--- src/rtl/ibex_rf_wb_arbiter.sv ---
// ibex_rf_wb_arbiter
// Shares the single register-file write port between execute-stage writes and
// load writebacks. Execute writes normally win. A load that loses is parked in
// a 2-entry in-order queue, drained when the port is free or when the head has
// waited StarveLimit cycles. Queued values are forwarded to the two read ports.
//
// Ports:
//   clk_i, rst_i                          clock, synchronous active-high reset
//   ex_we_i/ex_waddr_i/ex_wdata_i         execute write request
//   ex_ready_o                            execute write accepted this cycle
//   lsu_we_i/lsu_waddr_i/lsu_wdata_i      load writeback request
//   lsu_ready_o                           load writeback accepted this cycle
//   we_a_o/waddr_a_o/wdata_a_o            register-file write port
//   raddr_a_i/raddr_b_i                   read addresses to snoop
//   fwd_hit_x_o/fwd_data_x_o              forwarding from the queue
//   wb_pending_o                          queue non-empty
module ibex_rf_wb_arbiter #(
  parameter int unsigned DataWidth   = 32,
  parameter int unsigned StarveLimit = 3
) (
  input  logic                 clk_i,
  input  logic                 rst_i,
  input  logic                 ex_we_i,
  input  logic [4:0]           ex_waddr_i,
  input  logic [DataWidth-1:0] ex_wdata_i,
  output logic                 ex_ready_o,
  input  logic                 lsu_we_i,
  input  logic [4:0]           lsu_waddr_i,
  input  logic [DataWidth-1:0] lsu_wdata_i,
  output logic                 lsu_ready_o,
  output logic                 we_a_o,
  output logic [4:0]           waddr_a_o,
  output logic [DataWidth-1:0] wdata_a_o,
  input  logic [4:0]           raddr_a_i,
  input  logic [4:0]           raddr_b_i,
  output logic                 fwd_hit_a_o,
  output logic                 fwd_hit_b_o,
  output logic [DataWidth-1:0] fwd_data_a_o,
  output logic [DataWidth-1:0] fwd_data_b_o,
  output logic                 wb_pending_o
);

  typedef struct packed {
    logic                 valid;
    logic [4:0]           addr;
    logic [DataWidth-1:0] data;
  } entry_t;

  localparam logic [2:0] StarveMax = 3'(StarveLimit);

  // Entry 0 is always the head; the next-state logic keeps the queue compacted
  // so a valid entry 1 implies a valid entry 0.
  entry_t     q_reg [2];
  entry_t     q_next [2];
  logic [2:0] starve_reg, starve_next;

  logic       pending, q_arb, ex_valid, lsu_valid;
  logic       case_a, drive_ex, drive_lsu, pop, free_after_pop, enq;
  logic       keep0, keep1;
  logic [1:0] inv;
  logic [1:0] count;
  entry_t     lsu_entry;

  assign pending      = q_reg[0].valid | q_reg[1].valid;
  assign wb_pending_o = pending;
  assign count        = {1'b0, q_reg[0].valid} + {1'b0, q_reg[1].valid};

  // Address-0 requests are no-ops; nothing competes for the port during reset
  // so queued entries are discarded rather than written.
  assign q_arb     = pending && !rst_i;
  assign ex_valid  = ex_we_i && (ex_waddr_i != 5'd0) && !rst_i;
  assign lsu_valid = lsu_we_i && (lsu_waddr_i != 5'd0) && !rst_i;

  assign case_a    = q_arb && (starve_reg == StarveMax);
  assign drive_ex  = !case_a && ex_valid;
  assign pop       = case_a || (!drive_ex && q_arb);
  assign drive_lsu = !case_a && !drive_ex && !q_arb && lsu_valid;

  assign free_after_pop = (count != 2'd2) || pop;

  assign ex_ready_o  = !case_a;
  assign lsu_ready_o = (lsu_we_i && (lsu_waddr_i == 5'd0)) || drive_lsu || free_after_pop;

  // A matching execute write in the same cycle makes the load value stale.
  assign enq = lsu_valid && !drive_lsu && free_after_pop &&
               !(drive_ex && (ex_waddr_i == lsu_waddr_i));

  assign lsu_entry = '{valid: 1'b1, addr: lsu_waddr_i, data: lsu_wdata_i};

  genvar gi;
  generate
    for (gi = 0; gi < 2; gi++) begin : g_inv
      assign inv[gi] = drive_ex && q_reg[gi].valid && (q_reg[gi].addr == ex_waddr_i);
    end
  endgenerate

  assign keep0 = q_reg[0].valid && !pop && !inv[0];
  assign keep1 = q_reg[1].valid && !inv[1];

  // Write-port mux.
  always_comb begin
    we_a_o    = 1'b0;
    waddr_a_o = 5'd0;
    wdata_a_o = '0;
    if (pop) begin
      we_a_o    = 1'b1;
      waddr_a_o = q_reg[0].addr;
      wdata_a_o = q_reg[0].data;
    end else if (drive_ex) begin
      we_a_o    = 1'b1;
      waddr_a_o = ex_waddr_i;
      wdata_a_o = ex_wdata_i;
    end else if (drive_lsu) begin
      we_a_o    = 1'b1;
      waddr_a_o = lsu_waddr_i;
      wdata_a_o = lsu_wdata_i;
    end
  end

  // Queue next state: drop popped/invalidated entries, compact, append tail.
  always_comb begin
    q_next[0]       = q_reg[0];
    q_next[1]       = q_reg[1];
    q_next[0].valid = 1'b0;
    q_next[1].valid = 1'b0;
    if (keep0) begin
      q_next[0] = q_reg[0];
      if (keep1)    q_next[1] = q_reg[1];
      else if (enq) q_next[1] = lsu_entry;
    end else if (keep1) begin
      q_next[0] = q_reg[1];
      if (enq) q_next[1] = lsu_entry;
    end else if (enq) begin
      q_next[0] = lsu_entry;
    end
  end

  always_comb begin
    starve_next = starve_reg;
    if (!pending || pop)            starve_next = 3'd0;
    else if (starve_reg < StarveMax) starve_next = starve_reg + 3'd1;
  end

  always_ff @(posedge clk_i) begin
    if (rst_i) begin
      q_reg[0].valid <= 1'b0;
      q_reg[1].valid <= 1'b0;
      starve_reg     <= 3'd0;
    end else begin
      q_reg[0]   <= q_next[0];
      q_reg[1]   <= q_next[1];
      starve_reg <= starve_next;
    end
  end

  // Forwarding: the tail (entry 1) is the youngest, so it takes precedence.
  logic [4:0]           raddr    [2];
  logic                 hit      [2];
  logic [DataWidth-1:0] hit_data [2];

  assign raddr[0] = raddr_a_i;
  assign raddr[1] = raddr_b_i;

  generate
    for (gi = 0; gi < 2; gi++) begin : g_fwd
      logic m0, m1;
      assign m0 = q_reg[0].valid && (q_reg[0].addr == raddr[gi]);
      assign m1 = q_reg[1].valid && (q_reg[1].addr == raddr[gi]);
      assign hit[gi] = (raddr[gi] != 5'd0) && (m0 || m1);
      assign hit_data[gi] = !hit[gi] ? '0 : (m1 ? q_reg[1].data : q_reg[0].data);
    end
  endgenerate

  assign fwd_hit_a_o  = hit[0];
  assign fwd_hit_b_o  = hit[1];
  assign fwd_data_a_o = hit_data[0];
  assign fwd_data_b_o = hit_data[1];

endmodule

--- config.mk ---
export PLATFORM = sky130hd
export DESIGN_NAME = ibex_rf_wb_arbiter
export DESIGN_NICKNAME = d
export VERILOG_FILES = /design/src/rtl/ibex_rf_wb_arbiter.sv
export SDC_FILE = /design/constraint.sdc
export NUM_CORES = 1
export LEC_CHECK = 0
export BUFFER_PORTS_ARGS = -buffer_cell sky130_fd_sc_hd__buf_4
export CORE_MARGIN = 2
export CORE_UTILIZATION = 55
export DETAILED_ROUTE_END_ITERATION = 8
export GPL_TIMING_DRIVEN = 0
export PLACE_DENSITY = 0.86
export SETUP_SLACK_MARGIN = 0.1
export SYNTH_ARGS = -nofsm -noshare
export SYNTH_HDL_FRONTEND = slang
export SYNTH_SLANG_ARGS = --single-unit
--- constraint.sdc ---
create_clock -name clk_i -period 11.3 [get_ports clk_i]
set_input_delay 1.13 -clock clk_i [delete_from_list [all_inputs] [get_ports clk_i]]
set_output_delay 1.13 -clock clk_i [all_outputs]
set_load 0.01 [all_outputs]
; ---- Word-level counts from Yosys, hierarchy flattened
; Memories as Yosys holds them, arrays and structs flattened.
; Index checks and enable logic that the tools add are counted.
[classes]
n_addsub = 2
order_cmp = 1
eq_ne = 9
n_mux = 24
n_bitwise = 3
reduce_logical = 52
[ops]
columns = operator, count
row1 = $mux W32, 7
row2 = $mux W38, 5
row3 = $mux W76, 1
row4 = $eq A5 B5 Y1, 7
row5 = $logic_and A1 B1 Y1, 29
row6 = $reduce_bool A5 Y1, 4
row7 = $mux W5, 3
row8 = $logic_not A1 Y1, 10
row9 = $mux W1, 8
row10 = $logic_or A1 B1 Y1, 7
row11 = $logic_not A5 Y1, 1
row12 = $add A3 B1 Y3 const B, 1
row13 = $eq A3 B2 Y1 const B, 1
row14 = $lt A3 B2 Y1 const B, 1
row15 = $or A1 B1 Y1, 3
row16 = $add A1 B1 Y2, 1
row17 = $ne A2 B2 Y1 const B, 1
row18 = $reduce_or A2 Y1, 1
[word_totals]
ff_bits = 3
mem_bits_rw = 76
input_bits = 88
n_memories = 1
[mem_list]
columns = name, depth, word_bits, rd, rd_ports_with_merged_regs, write_ports, line
row1 = q_reg, 2, 38, 2, 0, 2, 53  ; entry_t q_reg [2];

; ---- Longest topological paths before layout
; An unclocked memory read counts as a cell.
[depth]
ltp_word = 18
depth_mapped = 9

; ---- Worst setup path after synthesis
; Ideal clock, no wire load.
[synth_timing]
path_type = input-to-reg
from = input port ex_waddr_i[0]
to = memory q_reg[0][0] (netlist bit) (enable)
setup_ns = 0.444
arrival_time_ns = 4.087
t_required_ns = 10.856
slack_ns = 6.769
stages = 6
cell_sequence = or3_4 -> o2111ai_4 -> o31a_1 -> buf_2 -> nand2_1 -> a21oi_1
[synth_rtl]
columns = item, line
row1 = "start, declared", 24  ; input logic [4:0] ex_waddr_i,
row2 = "end, declared", 53

; ---- Worst setup path after layout
[layout_timing]
from = input port ex_waddr_i[0]
to = output port wdata_a_o[7]
[layout_between]
elab_chain_cells = 11
word_cells_on_any_way = 13
[layout_rtl]
columns = item, line
row1 = $reduce_bool A5 Y1 (*), 71  ; assign ex_valid = ex_we_i && (ex_waddr_i != 5'd0) && !rst_i;
row2 = $logic_and A1 B1 Y1 (*) (2 in series), 71
row3 = $logic_and A1 B1 Y1 (*), 75  ; assign drive_ex = !case_a && ex_valid;
row4 = $logic_not A1 Y1, "76, 77"
row5 = $logic_and A1 B1 Y1 (3 in series), 77  ; assign drive_lsu = !case_a && !drive_ex && !q_arb && lsu_valid;
row6 = $mux W32, 113  ; end else if (drive_lsu) begin
row7 = $mux W32, 109  ; end else if (drive_ex) begin
row8 = $mux W32 (*), 105  ; if (pop) begin
row9 = "end, declared", 33  ; output logic [DataWidth-1:0] wdata_a_o,
; Mark *: on every way between the ends. The rest lies on a longest branch, timed or not.

==> results by group <==
Outcome
  • Status: finished clean

Global route
  • Global Route Usage Sum: 34.71%
  • Antenna violations before repair: 0
  • Vias in the first global route: 6059
  • Total global routing overflow: 0
  • First-pass GRT wire length: 31.24 mm
  • Largest net degree at the start of global routing: 32

STA
  • Fin Hold WS: 0.5388 ns
  • RSZ-0062 raised after global routing: no
  • Fmax: 213.5 MHz
  • Final hold violations: 0
  • Pins Over Slew Limit: 0
  • Sum of negative setup slack: 0 ns
  • Crit share post-route: 41.45%
  • Final Critical Period: 4.684 ns
  • Setup violation total in the final timing report: 0
  • Worst clock skew: 0.01253 ns
  • Worst rel slew slack: 43.49%
  • Worst-Margin Slew: 0.8431 ns

Detailed routing
  • Routed met3 length: 2.264 mm
  • Iter 0 DRT Violations: 969
  • Wl on met1: 7.411 mm
  • Via count: 6322
  • First-pass DRT Iterations: 9
  • # DRC: 0
  • Final wirelength: 20.41 mm
  • DR WL met2: 10.13 mm
  • Vias per cell: 6.627
  • Max layer used: met4
  • ANT nets after route: 0
  • Routed wire per std cell: 21.39 um

Critical path
  • Crit start category: input pin
  • Reg-to-reg slack, setup: 8.42 ns
  • R2R Path End: q_reg[0][36]$_DFFE_PP_
  • CP max-delay cell: nor3_2
  • Most used cell, CP: buf_4
  • Max stage delay on crit path: 0.68 ns
  • Kind of critical path: in2out
  • Crit-path cells: buf_4 -> or3_4 -> o21a_1 -> nor3_2 -> clkbuf_1 -> a222oi_1 -> inv_1 -> buf_4
  • Critical Path Fanout Max: 10
  • Critical path buffer and inverter count: 4
  • WP data required: 10.17 ns
  • Reg-to-Reg Start: q_reg[0][37]$_SDFFCE_PP0N_
  • Crit path DAT: 3.55 ns
  • Worst r2r path cells: 6
  • Cell family with most CP delay: simple AND/OR/NAND/NOR gates
  • Setup crit end kind: output pin

Run
  • Max-cap viol count: 0

Synth
  • Syn Inst Count: 606
  • Largest family of logic cells by synthesized area: compound AO/OA/AOI/OAI gates
  • Synth area leader: edfxtp_1
  • Mux share of post-synthesis cell area: 10.88%
  • Simple-gate share of the synthesized area: 12.73%
  • Synthesized cell area: 5886 um2
  • XOR/XNOR Fraction of Synth Area: 5.060%
  • Post-synthesis cell type count: 47
  • Synth Area in Adders: 0.4252%
  • YS warnings: 0
  • Top cells by area, synth: edfxtp_1 39%, mux2i_1 11%, a222oi_1 6.3%
  • Register bit total from synthesis: 79
  • Register area share after synthesis: 39.80%
  • Post-synth EDFFs: 76
  • Top-area cell type share of the netlist area: 38.78%
  • Syn_area_per_cell: 9.712 um2
  • Post-Synthesis Net Count: 696
  • Count leader, synth: edfxtp_1
  • FFs w/ async S/R, synth: 0%
  • Synth Area in Compound Gates: 23.19%
  • Synth cell count leaders: 76 x edfxtp_1, 66 x nor3_1, 64 x mux2i_1, 43 x a21oi_1, 41 x inv_1
  • Primary FF master, synth: edfxtp_1

Power
  • Static Leak: 3.066 nW
  • Total Power: 0.6777 mW
  • Cell Pwr Density: 87.08 nW/um2
  • Max IR drop VDD: 63.60 uV

Hold path
  • Hold path start: starve_reg[0]$_SDFFE_PP0N_
  • Min-delay worst type: reg2reg
  • Hold Path End: starve_reg[0]$_SDFFE_PP0N_
  • Hold Path Cell Cnt: 1

Clock network
  • CTS-repair resized insts: 0
  • Post-cts hold buffer count: 0
  • Clock root cell: clkbuf_8
  • Worst-path clk slew: 0.09 ns
  • Cts bufs inserted: 9
  • CTS H-Tree Depth: 3
  • TritonCTS clock tree: yes
  • Worst-Skew Late Latency: 0.36 ns
  • Bufs on Longest Clock Path: 2
  • Postcts setup bufs: 0
  • CTS Sinks: 79

Finish
  • Share of cells above drive strength 1: 31.42%
  • Final nets: 903
  • Final instance area: 7782 um2
  • Area of the multi-input gates: 3097 um2
  • Max FFs per register: 76
  • Sequential Area: 2342 um2
  • FILL cells: 740
  • Finished Core Util: 75.05%
  • Inserted Diodes: 0
  • Area Overhead vs Synth: 32.23%

Floorplan
  • Die H: 107.4 um
  • Starting density of the core: 56.76%
  • Core area: 10370 um2
  • Die span in x: 107.4 um
  • Area of the die: 11540 um2
  • Top-level I/O count: 195
  • Row count: 37

Placed design
  • Number of port buffers: 194
  • Dpl hpwl: 14.76 mm
  • Placer congestion estimate: 0.8687
  • Placed Area: 7571 um2
## worst reg2reg max path, cell delays in order (launching register included)
cell	delay (ns)
edfxtp_1	0.50
nor2_1	0.17
a211oi_1	0.45
clkbuf_1	0.45
nand2_1	0.23
a21oi_4	0.50
buf_12	0.27
## cell type report
type                    instances  area share (%)
plain buffers                  64           4.003
clock buffers                   9           1.592
clock inverters                 7           1.125
inverters                      41           1.977
multi-input cells             422           39.79
flip-flops and latches         79           30.10
well taps                     136           2.186
repair buffers                196           19.23
## where the power goes
| group | switching [mW] | internal, mW | leakage [nW] | total (mW) |
|---|---|---|---|---|
| sequential | 0.00418 | 0.322 | 0.750 | 0.326 |
| clock | 0.119 | 0.107 | 0.108 | 0.227 |
| combinational | 0.0669 | 0.0574 | 2.21 | 0.124 |
## per-stage QoR
step           instances  worst slack (ns)
2_1_floorplan        606             6.769
3_3_place_gp         936             5.350
3_5_place_dp         938             6.738
4_1_cts              954             6.734
5_1_grt              954             6.532
6_report             954             6.616
## routing by layer
| layer | vias to the layer above | track usage [%] |
|---|---|---|
| li1 | 2805 | - |
| met1 | 2949 | 43.98 |
| met2 | 507 | 59.18 |
| met3 | 61 | 5.206 |
| met4 | 0 | 14.74 |
| met5 | - | 0 |
## placed cells by master, fill, tap and decap left out, types with 3 or more instances in the layout
cell type	count
a21oi_1	42
a222oi_1	37
a31oi_1	5
a32o_1	37
and3_1	3
buf_2	20
buf_4	200
buf_6	3
clkbuf_1	33
clkbuf_8	9
dfxtp_1	3
edfxtp_1	76
inv_1	41
mux2i_1	64
nand2_1	9
nand3_1	40
nor2_1	11
nor3_1	66
nor4_1	4
o21ai_0	33
o21ai_1	6
o21ai_2	3
xnor2_1	16
xor2_1	18
## cell families after synthesis
| kind of cell | Yosys count |
|---|---|
| fa+ha+maj | 2 |
| simple gates | 144 |
| mux | 64 |
| flops | 79 |
| buf+inv | 105 |
| compound gates | 178 |
| xor+xnor | 34 |
## how the worst max path moves through the flow
stage                       start                     end  slack (ns)  cells after the start
finish              ex_waddr_i[0]            wdata_a_o[7]        6.62                      8
global route        ex_waddr_i[0]            wdata_a_o[4]        6.53                      8
CTS                 ex_waddr_i[0]           wdata_a_o[23]        6.73                      8
detailed placement  ex_waddr_i[0]           wdata_a_o[23]        6.74                      8
global placement    ex_waddr_i[3]  q_reg[0][26]$_DFFE_PP_        5.35                      7
floorplan           ex_waddr_i[0]   q_reg[0][0]$_DFFE_PP_        6.77                      6
No activity file was read; power rests on OpenSTA's default activity.
